File: src/rtl/mips_mem_arbiter_pkg.sv
// mips_mem_arbiter_pkg
// Shared definitions for the unified-memory arbiter:
//   PORT_CPU / PORT_DBG : requester indices (port 0 = multicycle CPU,
//                         port 1 = debug/program-loader master)
//   ALIGN_MASK          : low address bits that must be zero for a word access
//   is_misaligned()     : applies ALIGN_MASK to the two low address bits
package mips_mem_arbiter_pkg;

    localparam int PORT_CPU = 0;
    localparam int PORT_DBG = 1;

    localparam logic [1:0] ALIGN_MASK = 2'b11;

    function automatic logic is_misaligned(input logic [1:0] addr_lsb);
        return (addr_lsb & ALIGN_MASK) != 2'b00;
    endfunction

endpackage

File: src/rtl/mips_rr_arb2.sv
// mips_rr_arb2
// Two-requester picker. Holds the last_winner register and produces a one-hot
// (or zero) grant every cycle.
//   clk        : clock
//   rst        : asynchronous active-low reset
//   i_req[1:0] : request vector, bit index = port number
//   o_gnt[1:0] : one-hot grant, combinational from i_req and last_winner
// FIXED_PRIO = 1 makes port 0 win every tie; 0 alternates on ties.
module mips_rr_arb2
    import mips_mem_arbiter_pkg::*;
#(
    parameter int FIXED_PRIO = 0
) (
    input  logic       clk,
    input  logic       rst,
    input  logic [1:0] i_req,
    output logic [1:0] o_gnt
);

    // Reset to the debug port so the CPU wins the first tie.
    logic r_last_winner;

    always_comb begin
        o_gnt = 2'b00;
        case (i_req)
            2'b01:   o_gnt = 2'b01;
            2'b10:   o_gnt = 2'b10;
            2'b11: begin
                if (FIXED_PRIO != 0)
                    o_gnt = 2'b01;
                else
                    o_gnt = r_last_winner ? 2'b01 : 2'b10;
            end
            default: o_gnt = 2'b00;
        endcase
    end

    // Any grant updates last_winner, including grants that end in a
    // misalignment error.
    always_ff @(posedge clk or negedge rst) begin
        if (!rst)
            r_last_winner <= 1'b1;
        else if (|o_gnt)
            r_last_winner <= o_gnt[PORT_DBG];
    end

endmodule

File: src/rtl/mips_mem_arbiter.sv
// mips_mem_arbiter
// Shares the single-port unified memory between the CPU (port 0) and the
// debug/program-loader master (port 1). One access is issued per cycle; a
// granted read returns on rdata one cycle later, qualified by rvalid0/1.
//   clk, rst                  : clock, asynchronous active-low reset
//   reqX, weX, addrX, wdataX  : request, write enable, byte address, write data
//   gntX                      : access presented to memory this cycle
//   errX                      : granted access was misaligned and dropped
//   rvalidX, rdata            : read return for port X (shared data bus)
//   mem_addr/wr_data/wr_ena   : memory request side
//   mem_rd_data               : memory read data, one cycle after the address
//   gnt_cntX                  : saturating count of successful grants
module mips_mem_arbiter
    import mips_mem_arbiter_pkg::*;
#(
    parameter int N          = 32,
    parameter int FIXED_PRIO = 0,
    parameter int CNT_W      = 16
) (
    input  logic             clk,
    input  logic             rst,
    input  logic             req0,
    input  logic             req1,
    input  logic             we0,
    input  logic             we1,
    input  logic [N-1:0]     addr0,
    input  logic [N-1:0]     addr1,
    input  logic [N-1:0]     wdata0,
    input  logic [N-1:0]     wdata1,
    output logic             gnt0,
    output logic             gnt1,
    output logic             err0,
    output logic             err1,
    output logic             rvalid0,
    output logic             rvalid1,
    output logic [N-1:0]     rdata,
    output logic [N-1:0]     mem_addr,
    output logic [N-1:0]     mem_wr_data,
    output logic             mem_wr_ena,
    input  logic [N-1:0]     mem_rd_data,
    output logic [CNT_W-1:0] gnt_cnt0,
    output logic [CNT_W-1:0] gnt_cnt1
);

    logic [1:0]   w_req;
    logic [1:0]   w_gnt;
    logic         w_win;
    logic         w_any;
    logic [N-1:0] w_addr;
    logic [N-1:0] w_wdata;
    logic         w_we;
    logic         w_mis;
    logic         w_ok;

    logic             r_pend_valid;
    logic             r_pend_port;
    logic [CNT_W-1:0] r_cnt [2];

    // Requests are masked while reset is held so every output reads 0.
    assign w_req = {req1, req0} & {2{rst}};

    mips_rr_arb2 #(
        .FIXED_PRIO (FIXED_PRIO)
    ) u_arb (
        .clk   (clk),
        .rst   (rst),
        .i_req (w_req),
        .o_gnt (w_gnt)
    );

    assign w_any   = |w_gnt;
    assign w_win   = w_gnt[PORT_DBG];
    assign w_addr  = w_win ? addr1  : addr0;
    assign w_wdata = w_win ? wdata1 : wdata0;
    assign w_we    = w_win ? we1    : we0;
    assign w_mis   = w_any && is_misaligned(w_addr[1:0]);
    assign w_ok    = w_any && !w_mis;

    assign gnt0 = w_gnt[PORT_CPU];
    assign gnt1 = w_gnt[PORT_DBG];
    assign err0 = w_gnt[PORT_CPU] && w_mis;
    assign err1 = w_gnt[PORT_DBG] && w_mis;

    // A dropped (misaligned) access never reaches the memory.
    assign mem_addr    = w_ok ? w_addr  : '0;
    assign mem_wr_data = w_ok ? w_wdata : '0;
    assign mem_wr_ena  = w_ok && w_we;

    // Only a successful read is tracked; the next grant proceeds in parallel
    // with the return of this one.
    always_ff @(posedge clk or negedge rst) begin
        if (!rst) begin
            r_pend_valid <= 1'b0;
            r_pend_port  <= 1'b0;
        end else begin
            r_pend_valid <= w_ok && !w_we;
            r_pend_port  <= w_win;
        end
    end

    assign rvalid0 = r_pend_valid && (r_pend_port == 1'b0);
    assign rvalid1 = r_pend_valid && (r_pend_port == 1'b1);
    assign rdata   = r_pend_valid ? mem_rd_data : '0;

    generate
        for (genvar gi = 0; gi < 2; gi++) begin : g_cnt
            always_ff @(posedge clk or negedge rst) begin
                if (!rst)
                    r_cnt[gi] <= '0;
                else if (w_ok && w_gnt[gi] && (r_cnt[gi] != {CNT_W{1'b1}}))
                    r_cnt[gi] <= r_cnt[gi] + 1'b1;
            end
        end
    endgenerate

    assign gnt_cnt0 = r_cnt[PORT_CPU];
    assign gnt_cnt1 = r_cnt[PORT_DBG];

endmodule
File: config.mk
export PLATFORM = sky130hd
export DESIGN_NAME = mips_mem_arbiter
export DESIGN_NICKNAME = d
export VERILOG_FILES = /design/src/rtl/mips_mem_arbiter_pkg.sv /design/src/rtl/mips_rr_arb2.sv /design/src/rtl/mips_mem_arbiter.sv
export SDC_FILE = /design/constraint.sdc
export NUM_CORES = 1
export LEC_CHECK = 0
export ABC_CLOCK_PERIOD_IN_PS = 7300
export BUFFER_PORTS_ARGS = -buffer_cell sky130_fd_sc_hd__buf_2
export CAP_MARGIN = 20
export CORE_AREA = 2 2 118 120
export CTS_BUF_LIST = sky130_fd_sc_hd__clkbuf_16
export CTS_CLUSTER_SIZE = 30
export DETAILED_ROUTE_END_ITERATION = 6
export DIE_AREA = 0 0 120 122
export GPL_TIMING_DRIVEN = 0
export HOLD_SLACK_MARGIN = 0.15
export PLACE_DENSITY_LB_ADDON = 0.05
export SLEW_MARGIN = 0
export SYNTH_ARGS = -nofsm -noshare
export SYNTH_HDL_FRONTEND = slang
export SYNTH_HIERARCHICAL = 1
export SYNTH_SLANG_ARGS = --single-unit
File: constraint.sdc
create_clock -name clk -period 7.3 [get_ports clk]
set_clock_uncertainty 0.15 [all_clocks]
set_input_delay 1.825 -clock clk [delete_from_list [all_inputs] [get_ports clk]]
set_output_delay 1.825 -clock clk [all_outputs]
set_load 0.005 [all_outputs]
==> qor.yml <==
clocking:
  post_cts_buffers: 0
  cts_buffers: 5
  root_buffer: "clkbuf_16"
  clkSinkCount: 35
  cts_buffer_depth: 2
  clkLatencyLatePin_ns: 0.28
  h-tree-depth: 2
  ctsHoldBuffers: 0
  cts_tree: "done"
  clk_pin_slew_ns: 0.06
timing:
  tns_ns: 0
  final_max_slew_viol_count: 0
  max_freq_mhz: 152
  min_period_over_period: 0.902
  worstMarginPinSlew_ns: 0.799
  slew_headroom: 0.463
  layout_min_cycle_time_ns: 6.58
  setup_viol_count_final: 0
  finalHoldViolCount: 0
  rsz0062_at_grt: "no"
worst_setup_path:
  worst-r2r-setup-slack_ns: 4.77
  cp_max_fo: 37
  crit_chain: "clkbuf_4 -> and2_1 -> a21boi_0 -> nor3_2 -> a21oi_2 -> clkbuf_1 -> nor2_1 -> buf_2"
  cp.required_ns: 5.33
  r2r-start: "u_arb/r_last_winner"
  start_kind: "input port"
  reg2regPathDepth: 6
  r2r-end: "gnt_cnt0[9]"
  worstPathArrival_ns: 4.61
  slowest_stage: "a21boi_0"
  end_kind: "primary output"
  cp-startpoint: "rst"
  critical-path-max-stage-delay_ns: 0.66
  crit_type: "in2out"
logic_synthesis:
  yosysWarningCount: 6
  ys_ff_latch: 35
  yosys.cell_types.count: 44
  synthCells: 343
  syn_area_per_cell_um2: 8.74
  ys_seq_area_frac: 0.292
  syn_area_mm2: 0.00300
floorplan:
  core.rowCount: 43
  ioPinCount: 301
  initial_utilization: 0.222
  dieArea_mm2: 0.0146
  core_mm2: 0.0135
  die_h_um: 122
  die_w_um: 120
global_route:
  grt_usage: 0.164
  grt_pass1_vias: 3494
  grt_max_degree: 38
  grt_antenna_before_repair: 3
  overflow: 0
  grt_pass1_wl_um: 18700
min_path:
  hold_path_depth: 2
  hold_start: "u_arb/r_last_winner"
  hp-class: "reg2reg"
  hold_path_end: "u_arb/r_last_winner"
routing:
  drt-vias-per-instance: 4.38
  drtIter0Drc: 140
  vias: 3643
  finalWirelength_um: 12900
  drt-pass1-iter-count: 5
  wl_per_cell_um: 15.5
  ant_nets: 0
  drc_errors: 0
placement:
  io_buffer_count: 298
  place.gp.congestion: 0.796
  hpwlAfterDp_um: 11100
power_and_ir_drop:
  ir_drop_mv: 0.0838
  p_per_area_mw_per_mm2: 145
  fin_total_pwr_mw: 0.710
  leakage_nw: 2.82
finish:
  syn2layout_area_growth_pct: 63.8
  drive_gt1_frac: 0.522
  nets: 817
  fillers: 1458
run_status:
  status: "completed"
run:
  cap_violations: 0
cell type report:
| class | count | area [um2] | share of cell area |
|---|---|---|---|
| diodes | 1 | 2.50 | 0.000509 |
| plain buffers | 20 | 96.3 | 0.0196 |
| clock buffers | 5 | 125 | 0.0255 |
| clock inverters | 3 | 63.8 | 0.0130 |
| inverters | 3 | 11.3 | 0.00229 |
| multi-input cells | 286 | 2020 | 0.411 |
| flip-flops and latches | 35 | 877 | 0.179 |
| well taps | 180 | 225 | 0.0458 |
| repair buffers | 298 | 1490 | 0.304 |
worst max-delay path: cells and delay by family:
family,cells,cell delay [ns]
AO/OA/AOI/OAI,2,1.17
AND/OR/NAND/NOR,3,0.58
buffers and inverters,3,1.01
Yosys cell counts (all sizes together):
library cell  count  area, um2
conb              1       3.75
or2               2       12.5
a211oi            1       7.51
a21oi             5       28.8
o21ai             1       5.00
dfrtp            34        851
a41oi             1       8.76
nor4b             2       30.0
a21boi            3       22.5
and3              1       6.26
nand2            10       37.5
dfstp             1       26.3
nor2b             3       18.8
mux2              3       37.5
ha                2       25.0
nand3            11       55.1
nor2             71        269
o21bai            1       7.51
nor3             13       75.1
nor3b             5       42.5
nor4              9        109
mux2i            63        631
o2111ai           1       15.0
clkbuf            9       33.8
and4              5       45.0
inv               3       11.3
xnor2             2       17.5
and2             35        219
buf              11       62.6
a31oi             1       6.26
nand4             9       68.8
xor2             24        210
timing repair:
| action | CTS | global route |
|---|---|---|
| endpoints found under the hold margin | 0 | 0 |
| endpoints found under the setup margin | 0 | 5 |
| gates resized for setup | 0 | 1 |
cell families after synthesis:
| group | share of synthesized area |
|---|---|
| AO/OA/AOI/OAI | 0.0338 |
| other | 0.00125 |
| buffers and inverters | 0.0359 |
| AND/OR/NAND/NOR | 0.330 |
| flip-flops | 0.292 |
| multiplexers | 0.223 |
| adder cells (fa/ha/maj) | 0.00834 |
| XOR/XNOR | 0.0759 |
worst max path at each step:
stage                 endpoint  slack [ns]  cells past startpoint
3_3_place_gp       mem_addr[7]        0.35                      8
6_report           mem_addr[7]        0.72                      8
4_1_cts            mem_addr[7]        0.25                      8
2_1_floorplan     mem_addr[10]        1.95                      7
3_5_place_dp       mem_addr[7]        0.26                      8
5_1_grt        mem_wr_data[24]        0.25                      8
layer usage:
metal,share of wire,GRT usage
met5,0.0020,0
met4,0.0063,0.0221
met3,0.078,0.0445
met2,0.50,0.288
met1,0.41,0.207
stage by stage:
step	instance area (um2)	hold slack [ns]	instances	utilization	setup WS, ns
2_1_floorplan	3000	0.329	344	-	1.95
3_3_place_gp	4720	0.338	822	0.349	0.350
3_5_place_dp	4720	0.348	822	0.349	0.258
4_1_cts	4910	0.356	830	0.363	0.253
5_1_grt	4910	0.377	831	0.364	0.251
6_report	4910	0.354	831	0.364	0.717
sequential cells by signal, indices dropped and copies added, names as in the netlist:
register and flops:
u_arb/r_last_winner 1, r_pend_port 1, gnt_cnt0 16, r_pend_valid 1, gnt_cnt1 16
layout by cell type (no fill, tap or decap), types with 2 or more instances in the layout:
cell,n
buf_2,305
nor2_1,70
mux2i_1,63
and2_1,35
dfrtp_1,34
xor2_1,24
nand3_1,11
nor3_1,11
nand2_1,10
clkbuf_1,9
nand4_1,7
nor4_2,6
clkbuf_16,5
nor3b_1,4
and4_1,4
a21oi_1,4
inv_1,4
nor2b_1,3
buf_4,3
nor3_2,2
nor4_1,2
mux2_2,2
nand4_2,2
xnor2_1,2
nor4b_2,2
a21boi_0,2
ha_1,2
conb_1,2
bufinv_16,2
power breakdown:
| part | switching, mW | internal (mW) | total [mW] |
|---|---|---|---|
| clock | 0.0808 | 0.194 | 0.275 |
| sequential | 0.0317 | 0.217 | 0.248 |
| combinational | 0.0852 | 0.102 | 0.187 |
| total | 0.198 | 0.513 | 0.710 |
Power figures use the tool's default switching activity.
